[src/rtl/cpu_ctrl_fsm.sv]
// Multi-cycle CPU control FSM (FETCH/DECODE/EXEC/MEM) owning the instruction/data bus handshakes.
// Optional bus timeout is compiled in when CPU_CTRL_TIMEOUT_EN is defined.
module cpu_ctrl_fsm #(
   parameter int INSTR_W     = 16,
   parameter int RF_ADDR_W   = 4,
   parameter int SHIFT_W     = 4,
   parameter int LD_ST_ADDR  = 10,
   parameter int LINK_ADDR   = 11,
   parameter int TIMEOUT_CYC = 255
) (
   input  logic                 clk,
   input  logic                 rst_n,
   input  logic                 halt_i,
   input  logic [INSTR_W-1:0]   instr_i,
   output logic                 instr_stb_o,
   input  logic                 instr_ack_i,
   output logic                 data_stb_o,
   output logic                 data_we_o,
   input  logic                 data_ack_i,
   input  logic                 zero_i,
   output logic [INSTR_W-1:0]   ir_o,
   output logic                 pc_we_o,
   output logic [1:0]           pc_mux_o,
   output logic [1:0]           pc_direct_ch_o,
   output logic [2:0]           alu_control_o,
   output logic [SHIFT_W-1:0]   alu_shift_o,
   output logic                 alu_imm_o,
   output logic                 result_ch_o,
   output logic                 result_hl_o,
   output logic                 rf_we_o,
   output logic [1:0]           rf_datain_o,
   output logic                 rf_hl_o,
   output logic [RF_ADDR_W-1:0] write_addr_o,
   output logic [RF_ADDR_W-1:0] read_addr_o,
   output logic                 illegal_o,
   output logic                 bus_err_o
);

   localparam logic [3:0] OP_ADDI = 4'b0001;
   localparam logic [3:0] OP_BNE  = 4'b1000;
   localparam logic [3:0] OP_LD   = 4'b1001;
   localparam logic [3:0] OP_ST   = 4'b1010;
   localparam logic [3:0] OP_JMP  = 4'b1011;
   localparam logic [3:0] OP_NOP  = 4'b1100;

   typedef enum logic [1:0] {
      S_FETCH  = 2'b00,
      S_DECODE = 2'b01,
      S_EXEC   = 2'b10,
      S_MEM    = 2'b11
   } state_t;

   state_t               state_q, state_d;
   logic                 run_q;
   logic [INSTR_W-1:0]   ir_q, ir_d;
   logic                 pend_q, pend_d;
   logic [2:0]           alu_control_q, alu_control_d;
   logic [SHIFT_W-1:0]   alu_shift_q, alu_shift_d;
   logic                 alu_imm_q, alu_imm_d;
   logic                 result_ch_q, result_ch_d;
   logic                 result_hl_q, result_hl_d;
   logic                 rf_hl_q, rf_hl_d;
   logic [1:0]           rf_datain_q, rf_datain_d;
   logic [1:0]           pc_direct_ch_q, pc_direct_ch_d;
   logic [1:0]           pc_mux_q, pc_mux_d;
   logic [RF_ADDR_W-1:0] write_addr_q, write_addr_d;
   logic [RF_ADDR_W-1:0] read_addr_q, read_addr_d;
   logic                 ex_rf_we_q, ex_rf_we_d;
   logic                 ex_pc_we_q, ex_pc_we_d;
   logic                 bne_q, bne_d;
   logic                 illegal_q, illegal_d;
   logic                 is_ld_q, is_ld_d;
   logic                 is_st_q, is_st_d;

   logic                 timeout;
   logic                 err_gate;
   logic                 err_pc;

   logic [3:0]           op;
   logic [1:0]           mtype;
   logic [RF_ADDR_W-1:0] f_wa;
   logic [RF_ADDR_W-1:0] f_ra;

   assign op    = ir_q[INSTR_W-1 -: 4];
   assign mtype = ir_q[INSTR_W-5 -: 2];
   assign f_wa  = ir_q[INSTR_W-5 -: RF_ADDR_W];
   assign f_ra  = ir_q[INSTR_W-5-RF_ADDR_W -: RF_ADDR_W];

`ifdef CPU_CTRL_TIMEOUT_EN
   localparam int CNT_W = ($clog2(TIMEOUT_CYC + 1) < 8) ? 8 : $clog2(TIMEOUT_CYC + 1);

   logic [CNT_W-1:0] cnt_q, cnt_d;
   logic             bus_err_q;
   logic             err_mem_q;
   logic             bus_wait;

   assign bus_wait = (instr_stb_o && !instr_ack_i) || (data_stb_o && !data_ack_i);
   assign timeout  = bus_wait && (cnt_q == CNT_W'(TIMEOUT_CYC - 1));

   always_comb begin
      cnt_d = '0;
      if (bus_wait && !timeout) begin
         cnt_d = cnt_q + 1'b1;
      end
   end

   always_ff @(posedge clk or negedge rst_n) begin
      if (!rst_n) begin
         cnt_q     <= '0;
         bus_err_q <= 1'b0;
         err_mem_q <= 1'b0;
      end else begin
         cnt_q     <= cnt_d;
         bus_err_q <= timeout;
         err_mem_q <= timeout && (state_q == S_MEM);
      end
   end

   // The error cycle keeps stb low; an abandoned MEM access still advances the PC.
   assign err_gate  = bus_err_q;
   assign err_pc    = bus_err_q && err_mem_q;
   assign bus_err_o = bus_err_q;
`else
   assign timeout   = 1'b0;
   assign err_gate  = 1'b0;
   assign err_pc    = 1'b0;
   assign bus_err_o = 1'b0;
`endif

   // pend_q keeps a started fetch alive even if halt_i rises before the ack.
   assign instr_stb_o = (state_q == S_FETCH) && run_q && !err_gate && (!halt_i || pend_q);
   assign data_stb_o  = (state_q == S_MEM);
   assign data_we_o   = (state_q == S_MEM) && is_st_q;
   assign pc_we_o     = ((state_q == S_EXEC) && ex_pc_we_q) ||
                        ((state_q == S_MEM) && data_ack_i) || err_pc;
   assign pc_mux_o    = !pc_we_o ? 2'b00 :
                        ((state_q == S_EXEC) && bne_q) ? (zero_i ? 2'b01 : 2'b10) : pc_mux_q;
   assign rf_we_o     = ((state_q == S_EXEC) && ex_rf_we_q) ||
                        ((state_q == S_MEM) && is_ld_q && data_ack_i);
   assign illegal_o   = (state_q == S_EXEC) && illegal_q;

   assign ir_o           = ir_q;
   assign pc_direct_ch_o = pc_direct_ch_q;
   assign alu_control_o  = alu_control_q;
   assign alu_shift_o    = alu_shift_q;
   assign alu_imm_o      = alu_imm_q;
   assign result_ch_o    = result_ch_q;
   assign result_hl_o    = result_hl_q;
   assign rf_datain_o    = rf_datain_q;
   assign rf_hl_o        = rf_hl_q;
   assign write_addr_o   = write_addr_q;
   assign read_addr_o    = read_addr_q;

   always_comb begin
      state_d        = state_q;
      ir_d           = ir_q;
      pend_d         = pend_q;
      alu_control_d  = alu_control_q;
      alu_shift_d    = alu_shift_q;
      alu_imm_d      = alu_imm_q;
      result_ch_d    = result_ch_q;
      result_hl_d    = result_hl_q;
      rf_hl_d        = rf_hl_q;
      rf_datain_d    = rf_datain_q;
      pc_direct_ch_d = pc_direct_ch_q;
      pc_mux_d       = pc_mux_q;
      write_addr_d   = write_addr_q;
      read_addr_d    = read_addr_q;
      ex_rf_we_d     = ex_rf_we_q;
      ex_pc_we_d     = ex_pc_we_q;
      bne_d          = bne_q;
      illegal_d      = illegal_q;
      is_ld_d        = is_ld_q;
      is_st_d        = is_st_q;

      case (state_q)
         S_FETCH: begin
            if (timeout) begin
               pend_d = 1'b0;
            end else if (instr_stb_o) begin
               if (instr_ack_i) begin
                  ir_d    = instr_i;
                  pend_d  = 1'b0;
                  state_d = S_DECODE;
               end else begin
                  pend_d = 1'b1;
               end
            end
         end

         S_DECODE: begin
            state_d        = S_EXEC;
            alu_control_d  = 3'b000;
            alu_shift_d    = '0;
            alu_imm_d      = 1'b0;
            result_ch_d    = 1'b0;
            result_hl_d    = 1'b0;
            rf_hl_d        = 1'b0;
            rf_datain_d    = 2'b00;
            pc_direct_ch_d = 2'b00;
            pc_mux_d       = 2'b10;
            write_addr_d   = f_wa;
            read_addr_d    = f_ra;
            ex_rf_we_d     = 1'b0;
            ex_pc_we_d     = 1'b1;
            bne_d          = 1'b0;
            illegal_d      = 1'b0;
            is_ld_d        = 1'b0;
            is_st_d        = 1'b0;

            if (!op[3]) begin
               ex_rf_we_d  = 1'b1;
               rf_datain_d = 2'b01;
               alu_imm_d   = (op == OP_ADDI);
               case (op[2:0])
                  3'b000, 3'b001: alu_control_d = 3'b000;
                  3'b010:         alu_control_d = 3'b001;
                  3'b011:         alu_control_d = 3'b010;
                  3'b100:         alu_control_d = 3'b011;
                  3'b101:         alu_control_d = 3'b100;
                  3'b110: begin
                     alu_control_d = 3'b101;
                     alu_shift_d   = ir_q[SHIFT_W+3:4];
                  end
                  default: begin
                     alu_control_d = 3'b110;
                     alu_shift_d   = ir_q[SHIFT_W+3:4];
                  end
               endcase
            end else begin
               case (op)
                  OP_BNE: begin
                     alu_control_d  = 3'b111;
                     pc_direct_ch_d = 2'b01;
                     bne_d          = 1'b1;
                  end
                  OP_LD: begin
                     is_ld_d      = 1'b1;
                     ex_pc_we_d   = 1'b0;
                     write_addr_d = RF_ADDR_W'(LD_ST_ADDR);
                     rf_hl_d      = |mtype;
                  end
                  OP_ST: begin
                     is_st_d     = 1'b1;
                     ex_pc_we_d  = 1'b0;
                     result_ch_d = 1'b1;
                     read_addr_d = RF_ADDR_W'(LD_ST_ADDR);
                     result_hl_d = |mtype;
                  end
                  OP_JMP: begin
                     // mtype[1] picks register vs direct target, mtype[0] requests a link write.
                     pc_mux_d       = 2'b01;
                     pc_direct_ch_d = mtype[1] ? 2'b00 : 2'b01;
                     if (mtype[0]) begin
                        ex_rf_we_d   = 1'b1;
                        rf_datain_d  = 2'b10;
                        write_addr_d = RF_ADDR_W'(LINK_ADDR);
                     end
                  end
                  OP_NOP: begin
                     illegal_d = 1'b0;
                  end
                  default: begin
                     illegal_d = 1'b1;
                  end
               endcase
            end
         end

         S_EXEC: begin
            state_d = (is_ld_q || is_st_q) ? S_MEM : S_FETCH;
         end

         default: begin
            if (data_ack_i || timeout) begin
               state_d = S_FETCH;
            end
         end
      endcase
   end

   always_ff @(posedge clk or negedge rst_n) begin
      if (!rst_n) begin
         state_q        <= S_FETCH;
         run_q          <= 1'b0;
         ir_q           <= '0;
         pend_q         <= 1'b0;
         alu_control_q  <= 3'b000;
         alu_shift_q    <= '0;
         alu_imm_q      <= 1'b0;
         result_ch_q    <= 1'b0;
         result_hl_q    <= 1'b0;
         rf_hl_q        <= 1'b0;
         rf_datain_q    <= 2'b00;
         pc_direct_ch_q <= 2'b00;
         pc_mux_q       <= 2'b00;
         write_addr_q   <= '0;
         read_addr_q    <= '0;
         ex_rf_we_q     <= 1'b0;
         ex_pc_we_q     <= 1'b0;
         bne_q          <= 1'b0;
         illegal_q      <= 1'b0;
         is_ld_q        <= 1'b0;
         is_st_q        <= 1'b0;
      end else begin
         state_q        <= state_d;
         run_q          <= 1'b1;
         ir_q           <= ir_d;
         pend_q         <= pend_d;
         alu_control_q  <= alu_control_d;
         alu_shift_q    <= alu_shift_d;
         alu_imm_q      <= alu_imm_d;
         result_ch_q    <= result_ch_d;
         result_hl_q    <= result_hl_d;
         rf_hl_q        <= rf_hl_d;
         rf_datain_q    <= rf_datain_d;
         pc_direct_ch_q <= pc_direct_ch_d;
         pc_mux_q       <= pc_mux_d;
         write_addr_q   <= write_addr_d;
         read_addr_q    <= read_addr_d;
         ex_rf_we_q     <= ex_rf_we_d;
         ex_pc_we_q     <= ex_pc_we_d;
         bne_q          <= bne_d;
         illegal_q      <= illegal_d;
         is_ld_q        <= is_ld_d;
         is_st_q        <= is_st_d;
      end
   end

endmodule

[config.mk]
export PLATFORM = sky130hd
export DESIGN_NAME = cpu_ctrl_fsm
export DESIGN_NICKNAME = d
export VERILOG_FILES = /design/src/rtl/cpu_ctrl_fsm.sv
export SDC_FILE = /design/constraint.sdc
export NUM_CORES = 1
export LEC_CHECK = 0
export BUFFER_PORTS_ARGS = -buffer_cell sky130_fd_sc_hd__buf_2
export CAP_MARGIN = 20
export CORE_ASPECT_RATIO = 1.1
export CORE_UTILIZATION = 45
export CTS_CLUSTER_DIAMETER = 100
export CTS_CLUSTER_SIZE = 25
export DETAILED_ROUTE_END_ITERATION = 8
export PLACE_DENSITY_LB_ADDON = 0.05
export SYNTH_ARGS = -nofsm -noshare
export SYNTH_HDL_FRONTEND = slang
export SYNTH_SLANG_ARGS = --single-unit
[constraint.sdc]
create_clock -name clk -period 2.5 [get_ports clk]
set_clock_uncertainty 0.1 [all_clocks]
set_input_delay 0.75 -clock clk [delete_from_list [all_inputs] [get_ports clk]]
set_output_delay 0.75 -clock clk [all_outputs]
set_load 0.01 [all_outputs]
* Word-level counts from Yosys, hierarchy flattened *
Index checks and enable logic that the tools add are counted.

storage, ports and cells
  register bits after elaboration = 50
  input bits = 22
  output and inout port bits = 48

operators by class
  equality and inequality tests = 17
  multiplexer cells = 45
  reduce and logical (&&, ||, !) cells = 26

operators with widths
  operator                                                               number
  2-bit 2-to-1 mux                                                       12
  4-bit 2-to-1 mux                                                       6
  1-bit 2-to-1 mux                                                       21
  4-bit equality test, second input constant                             5
  3-bit case mux with 6 select lines                                     1
  1-bit logical AND                                                      10
  3-bit equality test, second input constant                             3
  4-bit case mux with 2 select lines                                     1
  3-bit by 2-bit equality test with 1-bit output, second input constant  2
  3-bit 2-to-1 mux                                                       2
  2-bit case mux with 3 select lines                                     1
  3-bit AND reduction                                                    2
  2-bit OR reduction                                                     3
  6-bit OR reduction                                                     1
  5-bit OR reduction                                                     1
  2-bit equality test, second input constant                             2
  4-bit by 1-bit equality test with 1-bit output, second input constant  1
  1-bit logical OR                                                       4
  2-bit != test, second input constant                                   2
  4-bit nonzero test                                                     1
  3-bit by 1-bit equality test with 1-bit output, second input constant  1
  3-bit zero test                                                        1
  2-bit by 1-bit equality test with 1-bit output, second input constant  1
  2-bit zero test                                                        1
  3 further kinds                                                        3

* Depth between registers and ports, before layout *
Gate-level depths: netlist of the first run.

  depth after elaboration = 5
  depth in mapped cells = 7

* Worst setup path after synthesis of the first run *
Ideal clock, no wire load.

  path kind = register to output
  from = register state_q[0]
  to = output port pc_mux_o[1]
  arrival = 1.289 ns
  data required time = 1.650 ns
  path slack = 0.361 ns
  stages on the path, launching flop included = 6
  path buffers = 0
  cell sequence = dfrtp_1 inv_1 ha_1 nand2_1 or2_2 a21oi_1

on the way
  cells in the longest elaborated chain, start to end = 4
  elaborated cells on any way between the ends = 8

RTL lines
  element                                               RTL line       text
  from (decl)                                           53             state_t state_q, state_d;
  from (signal assigned)                                306            state_q <= state_d;
  2-bit equality test, on equally long branches         134, 137, 135
  1-bit logical AND, on equally long branches           137, 134, 135
  2-bit 2-to-1 mux or 1-bit logical OR (tied branches)  137, 134
  2-bit 2-to-1 mux *                                    136            assign pc_mux_o = !pc_we_o ? 2'b00 :
  to (decl)                                             23             output logic [1:0] pc_mux_o,

Every way passes the cells marked *; elsewhere a longest branch is shown, timed or not.

* Final worst setup path of the first run *
Ends and elaborated chain as after synthesis.

==> results of run 1 <==
power by group:
part | internal [W] | switching, W | leakage [nW]
Combinational | 0.000815 | 0.000810 | 0.728
Sequential | 0.00115 | 0.000334 | 0.597
Clock | 0.000199 | 0.000235 | 0.0395
Total | 0.00216 | 0.00138 | 1.36
metrics by stage:
step | cell area, um2 | utilization | worst slack, ns
2_1_floorplan | 2230 | - | 0.361
3_3_place_gp | 2580 | 0.552 | 0.267
3_5_place_dp | 2580 | 0.552 | 0.232
4_1_cts | 2680 | 0.572 | 0.00898
5_1_grt | 2700 | 0.577 | 0.0160
6_report | 2700 | 0.577 | 0.101
cells in the final DEF (no fill, tap or decap), types with 2 or more instances in the layout:
master      n
buf_2      67
dfrtp_1    48
nand2_1    12
mux2_2     12
mux2_4      9
inv_1       8
nor2_1      8
o21ai_0     7
o2bb2ai_1   7
buf_4       6
o22a_1      5
clkbuf_8    5
nand3_1     4
nor2b_1     4
ha_1        4
a21oi_1     3
and2_1      3
o21a_1      3
conb_1      3
clkbuf_1    3
nand2_2     2
a22o_1      2
or3_1       2
o31ai_1     2
o211a_1     2
nand3b_1    2
a31oi_1     2
layer usage:
metal,part of all wire,track usage,wire (um)
met1,0.47,0.230,2050
met2,0.46,0.303,2040
met3,0.051,0.0463,223
met4,0.019,0.0748,83
met5,0,0,0
cells by family (layout without fill, tap and decap cells):
group / Yosys count / in the layout / synth area share
DFF: 49 / 49 / 0.551
and+or+nand+nor: 42 / 42 / 0.0962
AOI/OAI and AO/OA: 41 / 41 / 0.137
muxes: 22 / 22 / 0.126
buffers and inverters: 21 / 90 / 0.0501
adders and majority gates: 5 / 5 / 0.0281
other: 2 / 3 / 0.00338
xor gates and xnor gates: 2 / 2 / 0.00788
cells in the mapped netlist (all sizes together), types with 2 or more instances:
master	instances	share of area
dfrtp	49	0.55
mux2	21	0.12
nand2	14	0.025
inv	9	0.015
nor2	8	0.014
o21ai	8	0.018
clkbuf	7	0.012
o2bb2ai	7	0.028
buf	5	0.023
ha	5	0.028
o22a	5	0.020
a21oi	4	0.0090
nand3	4	0.0090
nor2b	4	0.011
and2	3	0.0084
o21a	3	0.010
a22o	2	0.0079
a31oi	2	0.0056
conb	2	0.0034
nand3b	2	0.0068
o211a	2	0.0090
o31ai	2	0.0068
or3	2	0.0056
state kept, by name, summed over array words and instances (netlist names), 2 cells and up:
register,count
ir_o,16
pc_mux_q,2
alu_control_o,3
read_addr_o,4
write_addr_o,4
rf_datain_o,2
state_q,2
alu_shift_o,4
worst max-delay path, stage by stage, from the launching register on:
cell     delay (ns)
dfrtp_2        0.45
inv_4          0.08
ha_4           0.16
nand2_2        0.06
or2_2          0.28
a21oi_2        0.11
buf_2          0.13
worst paths after layout:
check / depth (start not counted) / slack [ns] / start / end
worst max-delay path: 6 / 0.10 / state_q[0]$_DFFE_PN0P_ / pc_mux_o[1]
worst min-delay path: 1 / 0.37 / rst_n / rf_datain_o[0]$_DFFE_PN0N_
worst max register to register: 7 / 0.48 / state_q[0]$_DFFE_PN0P_ / ir_o[6]$_DFFE_PN0P_
worst min register to register: 2 / 0.38 / write_addr_o[2]$_DFFE_PN0N_ / write_addr_o[2]$_DFFE_PN0N_
max in group asynchronous: 2 / 1.31 / rst_n / ir_o[11]$_DFFE_PN0P_
min in group clk: 2 / 0.38 / write_addr_o[2]$_DFFE_PN0N_ / write_addr_o[2]$_DFFE_PN0N_
timing repair:
action / CTS / global route
resized for setup: 3 / 4
setup buffers: 0 / 2
setup endpoints to repair: 1 / 2
hold endpoints to repair: 0 / 0
hold buffers: 0 / 0
layout make-up:
type,instances,area [um2],share of cell area
timing repair buffer,73,380,0.141
inverter,9,36.3,0.0134
multi-input combinational,115,908,0.336
sequential,49,1230,0.454
clock buffer,8,80.1,0.0296
tap,56,70.1,0.0259
==> results.yml, run 1 <==
layout:
  antenna_cells: 0
  nFillCells: 419
  nNetsFinal: 280
  area.growth.synth_to_final_pct: 21.6
  layout-drive-gt1-share: 0.425
  final_cells: 310
critical_path:
  cp.arrival_ns: 1.55
  critPathKind: "reg -> out"
  crit_required_ns: 1.65
  startpoint_type: "register"
  cp_max_fo: 6
  end_kind: "primary output"
timing:
  fin_tns_setup_ns: 0
  setup_viol: 0
  period_share: 0.960
  fmax_mhz: 417
  tightest_slew_ns: 0.652
  rsz0062_at_grt: "no"
  maxSlewHeadroom: 0.566
  finalHoldWorstSlack_ns: 0.374
  min_period_ns: 2.40
  slew_violations: 0
  hold_viol: 0
route:
  drtIter0Drc: 34
  wl_mm: 4.41
  avgViaCountPerCell: 5.17
  dr.pass1.iters: 4
  drtAntennaViolNets: 0
  drc: 0
  dr_total_vias: 1604
  wl_per_cell_um: 14.2
logic_synthesis:
  synth-seq-cells: 49
  syn_avg_cell_area_um2: 12.1
  ys_seq_area_frac: 0.551
  ys.flop_type: "dfrtp_1"
  synth-edff-count: 0
  synthCells: 184
  synthArstFlopShare: 1.00
  post_synth_num_cell_types: 43
  synth_area_mm2: 0.00222
  ys.warnings.count: 0
power:
  total_power_w: 0.00354
  peakVddDrop_uv: 601
  powerDensity_mw_per_mm2: 1310
  cellLeakagePower_nw: 1.36
hold_path:
  worstHoldPathType: "in -> async"
flow_run:
  drv_cap: 0
run_status:
  status: "completed"
grt:
  overflow: 0
  grt_start_max_net_pins: 33
  grtUsageTotal: 0.182
  grt_pass1_vias: 1545
  antenna_found_initial: 0
  grt_pass1_wl_mm: 7.30
cts:
  insertion_delay_ns: 0.29
  cts_tree: "done"
  numCtsBuffers: 5
  clock_path_buffers: 2
  clk_pin_slew_worst_paths_ns: 0.08
  cts_max_level: 2
  cts-root-buf: "clkbuf_8"
  clock-sinks: 49
die:
  die_area_mm2: 0.00523
  io_pins: 70
  rows: 26
  initial_core_util: 0.475
  fp.coreArea_mm2: 0.00468
  die_w_um: 69.0
  die_y_um: 75.7
placed_design:
  gp_congestion: 0.708
  place_inst: 300
  dpl.hpwl_mm: 3.18
  portBuffers: 67
Note: power is estimated with default switching activity, not from simulation.
==> run 2, diff against run 1 <==
--- a/config.mk
+++ b/config.mk
@@ -12,7 +12,7 @@
 export CTS_CLUSTER_DIAMETER = 100
 export CTS_CLUSTER_SIZE = 25
 export DETAILED_ROUTE_END_ITERATION = 8
-export PLACE_DENSITY_LB_ADDON = 0.05
+export PLACE_DENSITY = 0.73
 export SYNTH_ARGS = -nofsm -noshare
 export SYNTH_HDL_FRONTEND = slang
 export SYNTH_SLANG_ARGS = --single-unit
==> results.yml, run 2 (synthesis gave the netlist of run 1 again) <==
run_status:
  status: "completed"
cts:
  insertion_delay_ns: 0.30
  clock_path_buffers: 2
  cts_max_level: 2
  numCtsBuffers: 5
  clk_pin_slew_worst_paths_ns: 0.09
  clock-sinks: 49
  cts_tree: "done"
  hold_buffers: 0
  cts-root-buf: "clkbuf_8"
route:
  wl_mm: 4.60
  wl_per_cell_um: 14.8
  met2_length_mm: 2.37
  drt-met1-wl_mm: 1.97
  top_layer_used: "met4"
  drtAntennaViolNets: 0
  dr_total_vias: 1639
  dr.pass1.iters: 4
  drc: 0
  routed-wl-met3_um: 220
  drtIter0Drc: 52
  avgViaCountPerCell: 5.27
grt:
  antenna_found_initial: 0
  grt_pass1_vias: 1507
  grt_pass1_wl_mm: 7.43
  grtUsageTotal: 0.183
  grt_start_max_net_pins: 50
  overflow: 0
die:
  die_y_um: 75.7
  io_pins: 70
  initial_core_util: 0.475
  fp.coreArea_mm2: 0.00468
  rows: 26
  die_area_mm2: 0.00523
  die_w_um: 69.0
power:
  peakVddDrop_uv: 658
  total_power_w: 0.00373
  cellLeakagePower_nw: 1.39
  powerDensity_mw_per_mm2: 1360
layout:
  nNetsFinal: 281
  antenna_cells: 0
  layout-drive-gt1-share: 0.431
  final_common_cell: "buf_2"
  largest_reg_flops: 16
  layout_common_cells: "buf_2 (67), dfrtp_1 (49), nand2_1 (13)"
  area.growth.synth_to_final_pct: 23.5
  nFillCells: 427
critical_path:
  cp_max_fo: 5
  crit_required_ns: 1.65
  critPathKind: "reg -> out"
  end_kind: "primary output"
  cp.arrival_ns: 1.55
  startpoint_type: "register"
timing:
  fin_tns_setup_ns: 0
  maxSlewHeadroom: 0.596
  hold_viol: 0
  tightest_slew_ns: 0.606
  period_share: 0.961
  fmax_mhz: 416
  min_period_ns: 2.40
  rsz0062_at_grt: "no"
  slew_violations: 0
  setup_viol: 0
hold_path:
  worstHoldPathType: "reg -> reg"
placed_design:
  gp_congestion: 0.742
  portBuffers: 67
  dpl.hpwl_mm: 3.18
flow_run:
  drv_cap: 0
-- run 2: changes by cell type in the layout (fill, tap and decap cells not counted) --
cell       delta
a22oi_2       +1
inv_2         +1
nand2_2       -1
a22oi_1       -1
buf_4         +1
dfrtp_1       +1
inv_4         -1
nand2_1       +1
dfrtp_2       -1
bufinv_16     +1
clkbuf_8      +1
clkbuf_1      -2
-- run 2: worst paths after layout --
| path | startpoint | to | slack [ns] | depth (start not counted) |
|---|---|---|---|---|
| setup / recovery | state_q[1]$_DFFE_PN0P_ | pc_mux_o[1] | 0.1 | 5 |
| hold / removal | alu_control_o[0]$_DFFE_PN0N_ | alu_control_o[0]$_DFFE_PN0N_ | 0.39 | 2 |
| setup reg to reg | state_q[1]$_DFFE_PN0P_ | ir_o[6]$_DFFE_PN0P_ | 0.48 | 6 |
| hold reg to reg | alu_control_o[0]$_DFFE_PN0N_ | alu_control_o[0]$_DFFE_PN0N_ | 0.39 | 2 |
| max in group asynchronous | rst_n | ir_o[11]$_DFFE_PN0P_ | 1.46 | 2 |
| min in group asynchronous | rst_n | ir_o[12]$_DFFE_PN0P_ | 0.44 | 2 |
-- run 2: timing repair --
item	4_1_cts	5_1_grt
gates resized for setup	3	2
gates cloned	0	0
hold endpoints to repair	0	0
setup buffers	1	3
endpoints found under the setup margin	1	3
-- run 2: power breakdown --
part | internal, W | total (W) | switching (W)
Combinational | 0.000832 | 0.00166 | 0.000832
Sequential | 0.00115 | 0.00148 | 0.000333
Clock | 0.000326 | 0.000580 | 0.000253
Total | 0.00231 | 0.00373 | 0.00142
-- run 2: critical path: stages (launching register included) --
cell	delay (ns)
dfrtp_1	0.47
ha_4	0.18
nand2_1	0.07
or2_2	0.29
a21oi_2	0.11
buf_2	0.13
-- run 2: through the flow --
step           area, um2  setup WS [ns]  hold WS (ns)  utilization  std cells
2_1_floorplan       2230          0.361         0.349            -        185
3_5_place_dp        2580          0.199         0.374        0.550        299
3_3_place_gp        2580          0.272         0.354        0.550        299
5_1_grt             2750         0.0193         0.414        0.586        311
4_1_cts             2710         0.0360         0.393        0.579        308
6_report            2750         0.0966         0.390        0.586        311
-- run 2: area by class of cell --
class / instances / area [um2] / area share
clock buffer: 7 / 86.3 / 0.0314
clock inverter: 1 / 30.0 / 0.0109
inverter: 9 / 33.8 / 0.0123
multi-input combinational: 115 / 911 / 0.332
sequential: 49 / 1230 / 0.447
tap: 56 / 70.1 / 0.0255
timing repair buffer: 74 / 388 / 0.141
-- run 2: routing by layer --
| layer | track usage | vias up |
|---|---|---|
| met3 | 0.0463 | 6 |
| li1 | - | 776 |
| met2 | 0.305 | 51 |
| met5 | 0 | - |
| met4 | 0.0612 | 0 |
| met1 | 0.239 | 806 |
==> run 3, diff against run 2 <==
--- a/config.mk
+++ b/config.mk
@@ -7,7 +7,7 @@
 export LEC_CHECK = 0
 export BUFFER_PORTS_ARGS = -buffer_cell sky130_fd_sc_hd__buf_2
 export CAP_MARGIN = 20
-export CORE_ASPECT_RATIO = 1.1
+export CORE_ASPECT_RATIO = 0.5
 export CORE_UTILIZATION = 45
 export CTS_CLUSTER_DIAMETER = 100
 export CTS_CLUSTER_SIZE = 25
==> results.yml, run 3 (synthesis gave the netlist of run 1 again) <==
power:
  cellLeakagePower_nw: 1.37
  peakVddDrop_uv: 545
  powerDensity_mw_per_mm2: 1320
cts:
  clk_pin_slew_worst_paths_ns: 0.09
  cts_tree: "done"
  cts-root-buf: "clkbuf_8"
  numCtsBuffers: 5
  cts_max_level: 2
  clock-sinks: 49
  hold_buffers: 0
  insertion_delay_ns: 0.30
  clock_path_buffers: 2
placed_design:
  place_area_mm2: 0.00261
  portBuffers: 67
  gp_congestion: 0.785
  dpl.hpwl_mm: 3.37
critical_path:
  cp_max_fo: 6
  rr_endpoint: "ir_o[6]$_DFFE_PN0P_"
  slowest_delay_ns: 0.40
  critPathKind: "reg -> out"
  crit_required_ns: 1.65
  worstRegToRegCells: 7
  cp_cell_sequence: "inv_2 -> ha_4 -> nand2_1 -> or2_2 -> a21oi_2 -> buf_2"
  r2r_slack_ns: 0.48
  startpoint_type: "register"
  cp.arrival_ns: 1.57
  r2r_start: "state_q[0]$_DFFE_PN0P_"
  end_kind: "primary output"
  slowest_stage: "dfrtp_1"
layout:
  nNetsFinal: 281
  area.growth.synth_to_final_pct: 22.5
  layout_common_cells: "buf_2 (67), dfrtp_1 (49), nand2_1 (13)"
  nFillCells: 393
  antenna_cells: 0
  layout-drive-gt1-share: 0.431
  final_common_cell: "buf_2"
  postLayoutCellArea_mm2: 0.00272
  largest_reg_flops: 16
route:
  dr_total_vias: 1643
  drtIter0Drc: 67
  wl_per_cell_um: 14.7
  wl_mm: 4.72
  drc: 0
  dr.pass1.iters: 4
  drtAntennaViolNets: 0
  avgViaCountPerCell: 5.12
grt:
  grt_pass1_wl_mm: 7.50
  overflow: 0
  grt_pass1_vias: 1530
  grt_start_max_net_pins: 33
  grtUsageTotal: 0.193
  antenna_found_initial: 0
die:
  rows: 17
  die_y_um: 51.7
  io_pins: 70
  die_w_um: 101
  fp.coreArea_mm2: 0.00457
  initial_core_util: 0.486
  die_area_mm2: 0.00524
timing:
  period_share: 0.966
  hold_viol: 0
  maxSlewHeadroom: 0.625
  rsz0062_at_grt: "no"
  setup_viol: 0
  tightest_slew_ns: 0.563
  slew_violations: 0
  min_period_ns: 2.42
  fin_tns_setup_ns: 0
  fmax_mhz: 414
run_status:
  status: "completed"
hold_path:
  worstHoldPathType: "in -> async"
flow_run:
  drv_cap: 0
==> run 3: cell count changes in the layout (fill, tap and decap cells not counted), sizes merged <==
| cell | change |
|---|---|
| bufinv | -1 |
| clkinv | +2 |
| clkbuf | -1 |
==> run 3: how the worst max path moves through the flow <==
stage,from,end,depth (start not counted)
CTS,state_q[0]$_DFFE_PN0P_,pc_mux_o[1],6
finish,state_q[0]$_DFFE_PN0P_,pc_mux_o[1],6
global placement,zero_i,pc_mux_o[1],4
floorplan,state_q[0]$_DFFE_PN0P_,pc_mux_o[1],5
global route,state_q[0]$_DFFE_PN0P_,pc_mux_o[1],6
detailed placement,state_q[0]$_DFFE_PN0P_,pc_mux_o[1],6
==> run 3: power breakdown <==
| part | internal (W) | switching [W] | leakage, nW |
|---|---|---|---|
| sequential | 0.00115 | 0.000347 | 0.598 |
| clock | 0.000194 | 0.000257 | 0.0450 |
| combinational | 0.000827 | 0.000828 | 0.732 |
| total | 0.00217 | 0.00143 | 1.37 |
==> run 3: layer usage <==
metal  vias to the layer above  wire length (um)  global-route usage
met1                       822              2250               0.257
li1                        776                 -                   -
met4                         0                38              0.0507
met3                         4               171              0.0403
met2                        41              2260               0.324
met5                         -                 0                   0
==> run 3: repair_timing <==
item                                    CTS  global route
setup buffers                             1             1
endpoints found under the setup margin    1             1
gates resized for setup                   1             4
endpoints found under the hold margin     0             0
==> run 3: layout make-up <==
class                      count  area [um2]  area share
multi-input combinational    115         911       0.334
sequential                    49        1230       0.450
inverter                       9        33.8      0.0124
timing repair buffer          74         388       0.142
clock inverter                 2        10.0     0.00367
clock buffer                   6        72.6      0.0266
tap                           66        82.6      0.0303
==> run 3: metrics by stage <==
step,power (W),util,hold WS (ns),std cells,setup slack [ns]
after global placement,0.00305,0.570,0.367,311,0.274
after CTS,0.00359,0.590,0.348,320,0.00618
final,0.00360,0.596,0.333,321,0.0848
after detailed placement,0.00311,0.570,0.370,311,0.224
after global routing,0.00387,0.596,0.370,321,0.00611
after floorplan,0.00253,-,0.349,185,0.361
==> run 3: critical path: cells and delay by family (launching register included) <==
| family | cells | cell delay, ns |
|---|---|---|
| AO/OA/AOI/OAI | 1 | 0.11 |
| adder cells (fa/ha/maj) | 1 | 0.17 |
| buffers and inverters | 2 | 0.23 |
| flip-flops | 1 | 0.40 |
| AND/OR/NAND/NOR | 2 | 0.37 |
